`src/rtl/icache_pkg.sv`:
```
// Shared types and constants for the direct-mapped instruction cache.
package icache_types;

  typedef enum logic [2:0] {
    S_IDLE,
    S_COMPARE,
    S_ALLOC_REQ,
    S_ALLOC_DATA,
    S_FILL
  } icache_state_t;

  typedef logic [255:0] line_t;

  localparam int BEATS       = 4;
  localparam int OFFSET_BITS = 5;

  function automatic logic [31:0] word_sel(input line_t line, input logic [2:0] off);
    return line[{off, 5'b00000} +: 32];
  endfunction

endpackage

```
`src/rtl/icache_data_array.sv`:
```
// Line storage: one full-line write port, one combinational read port, no reset.
module icache_data_array #(
  parameter int SETS      = 16,
  parameter int LINE_BITS = 256,
  parameter int IDX_W     = $clog2(SETS)
) (
  input  logic                 clk,
  input  logic                 we,
  input  logic [IDX_W-1:0]     wr_idx,
  input  logic [LINE_BITS-1:0] wr_line,
  input  logic [IDX_W-1:0]     rd_idx,
  output logic [LINE_BITS-1:0] rd_line
);

  logic [LINE_BITS-1:0] mem [SETS];

  always_ff @(posedge clk) begin
    if (we) mem[wr_idx] <= wr_line;
  end

  assign rd_line = mem[rd_idx];

endmodule

```
`src/rtl/icache.sv`:
```
// Direct-mapped read-only instruction cache with 4-beat 64-bit line refill.
module icache
  import icache_types::*;
#(
  parameter int SETS      = 16,
  parameter int LINE_BITS = 256
) (
  input  logic        clk,
  input  logic        rst_n,
  input  logic [31:0] imem_addr,
  input  logic [3:0]  imem_rmask,
  output logic [31:0] imem_rdata,
  output logic        imem_resp,
  output logic [31:0] bmem_addr,
  output logic        bmem_read,
  input  logic        bmem_ready,
  input  logic [63:0] bmem_rdata,
  input  logic        bmem_rvalid
);

  localparam int IDX_W = $clog2(SETS);
  localparam int TAG_W = 32 - OFFSET_BITS - IDX_W;

  icache_state_t state_q, state_d;

  logic [31:2]          req_addr_p0;
  logic [IDX_W-1:0]     idx;
  logic [TAG_W-1:0]     tag;
  logic [2:0]           off;
  logic [TAG_W-1:0]     tag_mem [SETS];
  logic [SETS-1:0]      valid_q;
  logic [1:0]           beat_cnt;
  line_t                line_buf;
  logic [LINE_BITS-1:0] rd_line;
  logic                 hit;
  logic                 load_req;
  logic                 unused_bits;

  assign unused_bits = ^imem_addr[1:0];

  assign idx = req_addr_p0[OFFSET_BITS+IDX_W-1:OFFSET_BITS];
  assign tag = req_addr_p0[31:OFFSET_BITS+IDX_W];
  assign off = req_addr_p0[4:2];
  assign hit = valid_q[idx] && (tag_mem[idx] == tag);

  icache_data_array #(
    .SETS      (SETS),
    .LINE_BITS (LINE_BITS),
    .IDX_W     (IDX_W)
  ) u_data (
    .clk     (clk),
    .we      (state_q == S_FILL),
    .wr_idx  (idx),
    .wr_line (line_buf),
    .rd_idx  (idx),
    .rd_line (rd_line)
  );

  always_comb begin
    state_d  = state_q;
    load_req = 1'b0;
    case (state_q)
      S_IDLE: begin
        if (|imem_rmask) begin
          load_req = 1'b1;
          state_d  = S_COMPARE;
        end
      end
      S_COMPARE: begin
        if (hit) begin
          if (|imem_rmask) load_req = 1'b1;
          else             state_d  = S_IDLE;
        end else begin
          state_d = S_ALLOC_REQ;
        end
      end
      S_ALLOC_REQ: begin
        if (bmem_ready) state_d = S_ALLOC_DATA;
      end
      S_ALLOC_DATA: begin
        if (bmem_rvalid && (beat_cnt == 2'(BEATS - 1))) state_d = S_FILL;
      end
      S_FILL:  state_d = S_COMPARE;
      default: state_d = S_IDLE;
    endcase
  end

  // Control state: only these registers see reset
  always_ff @(posedge clk) begin
    if (!rst_n) begin
      state_q  <= S_IDLE;
      valid_q  <= '0;
      beat_cnt <= '0;
    end else begin
      state_q <= state_d;
      if (state_q == S_FILL) valid_q[idx] <= 1'b1;
      if (state_q == S_ALLOC_DATA && bmem_rvalid) beat_cnt <= beat_cnt + 2'd1;
    end
  end

  // Request capture, beat assembly and tag write
  always_ff @(posedge clk) begin
    if (load_req) req_addr_p0 <= imem_addr[31:2];
    if (state_q == S_ALLOC_DATA && bmem_rvalid) line_buf[{beat_cnt, 6'b000000} +: 64] <= bmem_rdata;
    if (state_q == S_FILL) tag_mem[idx] <= tag;
  end

  assign imem_resp  = (state_q == S_COMPARE) && hit;
  assign imem_rdata = imem_resp ? word_sel(line_t'(rd_line), off) : '0;
  assign bmem_read  = (state_q == S_ALLOC_REQ);
  assign bmem_addr  = bmem_read ? {req_addr_p0[31:OFFSET_BITS], {OFFSET_BITS{1'b0}}} : '0;

endmodule

```
`config.mk`:
```
export PLATFORM = sky130hd
export DESIGN_NAME = icache
export DESIGN_NICKNAME = d
export VERILOG_FILES = /design/src/rtl/icache_pkg.sv /design/src/rtl/icache_data_array.sv /design/src/rtl/icache.sv
export SDC_FILE = /design/constraint.sdc
export NUM_CORES = 2
export LEC_CHECK = 0
export BUFFER_PORTS_ARGS = -buffer_cell sky130_fd_sc_hd__buf_4
export CAP_MARGIN = 15
export CELL_PAD_IN_SITES_DETAIL_PLACEMENT = 0
export CELL_PAD_IN_SITES_GLOBAL_PLACEMENT = 1
export CORE_ASPECT_RATIO = 1.25
export CORE_MARGIN = 2
export CORE_UTILIZATION = 50
export CTS_BUF_LIST = sky130_fd_sc_hd__clkbuf_8
export DETAILED_ROUTE_END_ITERATION = 12
export PLACE_DENSITY_LB_ADDON = 0.1
export SETUP_SLACK_MARGIN = 0.5
export SYNTH_ARGS = -nofsm -noshare
export SYNTH_HDL_FRONTEND = slang
export SYNTH_HIERARCHICAL = 1
export SYNTH_MEMORY_MAX_BITS = 65536
export SYNTH_SLANG_ARGS = --single-unit
```
`constraint.sdc`:
```
create_clock -name clk -period 19.8 [get_ports clk]
set_input_delay 2.97 -clock clk [delete_from_list [all_inputs] [get_ports clk]]
set_output_delay 2.97 -clock clk [all_outputs]
set_load 0.1 [all_outputs]
```
## Yosys cells after proc, flatten, opt, wreduce, memory -nomap -nowiden

Memories as Yosys holds them, arrays and structs flattened. A register that Yosys moved wholly into a read port is not among the register bits.
Index checks and enable logic that the tools add are counted.
Widths: inputs -> output; s select.

| storage, ports and cells | value |
|---|---|
| input port bits | 104 |
| memories kept | 2 |
| register bits | 307 |
| word-level logic and storage cells | 53 |
| RAM bits | 4464 |

Memories:

| name | words | width | rd ports | clocked after memory_dff | wr ports | line | RTL |
|---|---|---|---|---|---|---|---|
| u_data.mem | 16 | 256 | 1 | 1 | 1 | icache_data_array.sv:15 | `logic [LINE_BITS-1:0] mem [SETS];` |
| tag_mem | 16 | 23 | 1 | 1 | 1 | icache.sv:30 | `logic [TAG_W-1:0] tag_mem [SETS];` |

| operators by class | value |
|---|---|
| $lt $le $gt $ge | 2 |
| shifts and indexed selects | 3 |
| add/subtract/negate cells | 2 |
| multiplexer cells | 20 |
| bitwise gates (word level) | 1 |
| equality and inequality tests | 10 |
| reductions and logical operators | 8 |

Operator list:

| cell | number |
|---|---|
| $bwmux 256 | 1 |
| $shift 64x10->256 const A | 1 |
| $shiftx 256x9->32 | 1 |
| $shiftx 64x10->256 | 1 |
| $mux 32 | 2 |
| $eq 23x23->1 | 1 |
| $or 16x16->16 | 1 |
| $mux 3 | 5 |
| $pmux 3 s5 | 1 |
| $neg 8->10 | 1 |
| $mux 4 | 2 |
| $eq 3x2->1 const B | 2 |
| $mux 1 | 6 |
| $logic_and 1x1->1 | 5 |
| $lt 4x5->1 const B | 1 |
| $bmux 1 s4 | 1 |
| $demux 1 s4 | 1 |
| $ge 4x1->1 const B | 1 |
| $ne 2x2->1 const B | 2 |
| $reduce_and 4->1 | 1 |
| $reduce_or 4->1 | 1 |
| $eq 3x1->1 const B | 1 |
| $eq 3x3->1 const B | 1 |
| $logic_not 3->1 | 1 |
| other kinds (5) | 5 |

## Logic depth before layout (Yosys ltp)

| depth | value |
|---|---|
| depth after elaboration | 6 |
| depth in mapped cells | 14 |
| mapped depth without buffers | 8 |

## Cells and area by module

The synthesis kept the hierarchy.

By module, submodules not included:

| module | times used | cells an instance | sequential area each (um^2) | area an instance (um^2) |
|---|---|---|---|---|
| icache_data_array | 1 | 6392 | 122998.0 | 153472.2 |
| icache | 1 | 1563 | 20139.3 | 28606.2 |

## Worst setup path before layout

Ideal clock, no wire load.

| timing | value |
|---|---|
| path kind | register -> register |
| start point | register state_q[0] |
| end point | memory u_data.mem[0][0], enable pin |
| path buffers | 1 |
| library setup time | 1186 ps |
| stages on the path, launching flop included | 7 |
| slack | 96 ps |
| arrival | 18518 ps |
| cell sequence | dfxtp_1 > clkbuf_1 > nor2_1 > nand2_1 > inv_1 > or3b_2 > nor3_1 |

| on the way | value |
|---|---|
| longest elaborated chain between the ends | 3 |

Ends and longest elaborated chain:

| item | line | RTL |
|---|---|---|
| from (decl) | icache.sv:24 | `icache_state_t state_q, state_d;` |
| from (signal assigned) | icache.sv:95 | `state_q <= state_d;` |
| $eq 3x3->1 | icache.sv:52 | `.we (state_q == S_FILL),` |
| $mux 1 | icache_data_array.sv:18 | `if (we) mem[wr_idx] <= wr_line;` |
| $mux 1 (implied by the code) | icache_data_array.sv:18 |  |
| to (decl) | icache_data_array.sv:15 |  |

No other way between the ends.

## Worst setup path after layout

| timing | value |
|---|---|
| start point | register req_addr_p0[6] (netlist bit) |
| end point | output imem_rdata[27] |

| on the way | value |
|---|---|
| longest elaborated chain between the ends | 5 |

Ends and longest elaborated chain:

| item | line | RTL |
|---|---|---|
| from (decl) | icache.sv:26 | `logic [31:2] req_addr_p0;` |
| from (signal assigned) | icache.sv:103 | `if (load_req) req_addr_p0 <= imem_addr[31:2];` |
| $bmux 1 s4 | icache.sv:44 | `assign hit = valid_q[idx] && (tag_mem[idx] == tag);` |
| $mux 1 (implied by the code) | icache.sv:44 |  |
| $logic_and 1x1->1 | icache.sv:44 |  |
| $logic_and 1x1->1 | icache.sv:108 | `assign imem_resp = (state_q == S_COMPARE) && hit;` |
| $mux 32 | icache.sv:109 | `assign imem_rdata = imem_resp ? word_sel(line_t'(rd_line), off) : '0;` |
| to (decl) | icache.sv:12 | `output logic [31:0] imem_rdata,` |

No other way between the ends. The select of a mux whose other input is x is not followed.

==> results.md <==
* Worst Setup Path Type: reg -> out
* Hold Fails Final Rpt at 0
* Unrepaired setup endpoints after global routing: false
* Cell total after placement at around 13000
* Largest stage delay, worst path at slightly below 900 ps
* HPWL after detailed placement at ~240 mm
* Startpoint Class: register
* GPL Wtd Cong at approximately 0.76
* Status: finished, final reports clean
* Vias in the first global route at around 92000
* Max-cap violations at 0
* Ports at 170
* Largest family of logic cells by synthesized area: multiplexers
* Vias per Instance at ~6.2
* Initial drt markers at 9628
* XOR/XNOR Fraction of Synth Area at 0.106%
* YS warnings at 6
* Top Family by Delay on Critical Path: buffers and inverters
* Cell area after synthesis at ~0.18 mm2
* Synth top cells by count: edfxtp_1 (4750), mux4_2 (1118), a22oi_1 (454)
* Num Clock Sinks at 4775
* Slew Viols, Final at 0
* CP Capture Type: primary output
* Fillers at between 20000 and 30000
* Flops & latches, synth at ~4800
* Core area at ~0.36 mm2
* Synthesized-area fraction occupied by adder cells at 0.0344%
* Post-route setup TNS at 0 ps
* Critical-path top delay cell: buf_4
* Finished Layout Cells at about 14000
* Hold WC Path Type: reg -> reg
* DRC at 0
* Area leader, netlist: edfxtp_1
* Initial antenna violation count at between 40 and 50
* Postcts setup bufs at 0
* CP Max Fanout at roughly 100
* Setup ws final at 8720 ps
* Async S/R FF share, synth at 0%
* Pleak at ~0.053 uW
* Arrival @ worst endpoint at 8110 ps
* Dpl ws at 9860 ps
* Syn Area/Cell at around 23 um2
* Final setup vio count at 0
* Die area at approximately 0.37 mm2
* WP buf/inv at 8
* CTS max path bufs at 4
* Slew of the pin with the lowest slew margin at roughly 1200 ps
* FMAX at around 0.090 GHz
* CTS clk-pin slew, worst paths at approximately 60 ps
* Die width at 544 um
* Via count at about 87000
* DP Area at about 0.19 mm2
* Clk_lat worst skew at about 1200 ps
* Worst EP required at around 17000 ps
* PwrDens at approximately 100 mW/mm2
* Synth Area in Compound Gates at ~2.4%
* Post_cts resized at 0
* PortBufs at around 160
* Final nets at a little under 9000
* Clk root buf: clkbuf_8
* DR pass1 iterations at 5
* CP Cell Sequence: buf_12 -> buf_4 -> buf_4 -> buf_4 -> buf_4 -> mux4_2 -> nor2b_1 -> o21ai_0 -> buf_4 -> mux4_2 -> mux2i_2 -> buf_4 -> nor2_4 -> buf_4
* Gr ovfl total at 0
* Detailed Route WL at a little under 500 mm
* Row count at 247
* Pin count of the biggest net entering global routing at 106
* Top-area cell type share of the netlist area at approximately four fifths
* Die height at between 600 and 700 um
* Max Clock Skew at approximately 48 ps
* Initial Util at approximately half
* Share of layout cells above drive strength 1 at approximately 28%
* Seq/Total Area, Yosys at 78.6%
* Netlist cell types at 61
* Final worst-path cycle share at ~56%
* Detail Route Antenna Nets at 0
* Mux contribution to synthesized area at roughly 15%
* Most used DFF post-synth: edfxtp_1
* Cells after Synth at between 7000 and 8000
* CTS tree: done
* Synthesis-to-layout area growth at 11.1%
* Per-cell routed wire length at around 34 um
* Simple-Gate Fraction of Synth Area at approximately 2.3%
* Cell with the most instances after synthesis: edfxtp_1
* H-tree levels at 6
* Post-synth EDFFs at approximately 4800
* Cts-stage hold buffer count at 0
* TritonCTS Buffers at 724
* Slew HR at about 16%
* Synth area leaders: edfxtp_1 (78%), mux4_2 (14%), a22oi_1 (1.9%)
* Post-layout util at a little under three fifths
* Fin area at approximately 0.20 mm2
* Maximum VDD drop at between 0.06 and 0.07 mV
* Post-layout min period at 11080 ps
* Global Route Usage Sum at a little over a quarter
* Most numerous cell on the critical path: buf_4
* First-pass GRT wire length at a little under 700 mm
## routing by layer
metal | vias to the layer above | track usage (%) | share of wire, %
met2 | 3441 | 43.2 | 50
met5 | - | 0 | 0.025
met4 | 18 | 5.80 | 1.9
met1 | 47943 | 36.8 | 41
met3 | 678 | 4.16 | 7.4
li1 | 35128 | - | -
## worst reg2reg max path, cell delays in order, from the launching register on
cell and delay, ps:
edfxtp_1 540, buf_4 370, buf_12 600, nand3_1 560
nor2_4 200, buf_4 760, buf_12 770, buf_4 990
buf_4 890
## registers in the layout, indices dropped and copies added (netlist names), named ones only
register and cells:
u_data/mem 4096, tag_mem 368, line_buf 256, req_addr_p0 30, valid_q 16, state_q 3, beat_cnt 2
## through the flow
stage	power (uW)	hold WS, ps
after floorplan	12500	435
after global placement	13200	453
after detailed placement	13200	457
after CTS	20500	468
after global routing	21000	506
final	20300	465
## cells in the final DEF (no fill, tap or decap), drive strengths merged, types with 10 or more instances in the layout
master | netlist | routed
mux4 | 1129 | 1129
xnor2 | 11 | 11
buf | 239 | 382
nand2 | 222 | 222
a221oi | 26 | 26
and2 | 292 | 292
inv | 12 | 263
nand2b | 34 | 34
clkinv | 1 | 262
a22oi | 454 | 454
clkbuf | 207 | 740
dfxtp | 25 | 25
o21ai | 31 | 31
nor3 | 16 | 16
xor2 | 11 | 11
clkinvlp | 0 | 10
mux2i | 115 | 115
nor2b | 45 | 45
nor2 | 103 | 103
edfxtp | 4750 | 4750
mux2 | 109 | 109
o221ai | 35 | 35
diode | 0 | 26
## cells by family after synthesis
family	Yosys count
compound gates	579
fa+ha+maj	5
buf+inv	459
other cells	1
flops	4775
simple gates	761
xor+xnor	22
mux	1353
## report_power, final
| group | leakage (uW) | internal (uW) | switching, uW |
|---|---|---|---|
| clock network | 0.00737 | 3580 | 3730 |
| registers | 0.0333 | 11000 | 79.3 |
| logic | 0.0125 | 736 | 1160 |
## path summary, 6_finish.rpt
kind / from / endpoint / slack (ps) / cells past startpoint
worst min register to register: valid_q[3] / valid_q[3] / 470 / 2
worst min-delay path: valid_q[3] / valid_q[3] / 470 / 2
worst max-delay path: req_addr_p0[6] / imem_rdata[27] / 8720 / 14
worst max register to register: req_addr_p0[7] / u_data/mem[14][64] / 13600 / 8
## final cells by class
| type | instances | area [um2] | area share (%) |
|---|---|---|---|
| inverters | 13 | 48.8 | 0.0241 |
| clock buffers | 740 | 10200 | 5.03 |
| diodes | 26 | 65.1 | 0.0322 |
| well taps | 4855 | 6070 | 3.00 |
| flip-flops and latches | 4775 | 143000 | 70.7 |
| clock inverters | 531 | 2560 | 1.27 |
| repair buffers | 382 | 3280 | 1.62 |
| multi-input cells | 2725 | 37000 | 18.3 |
(Power assumes the default switching activity.)
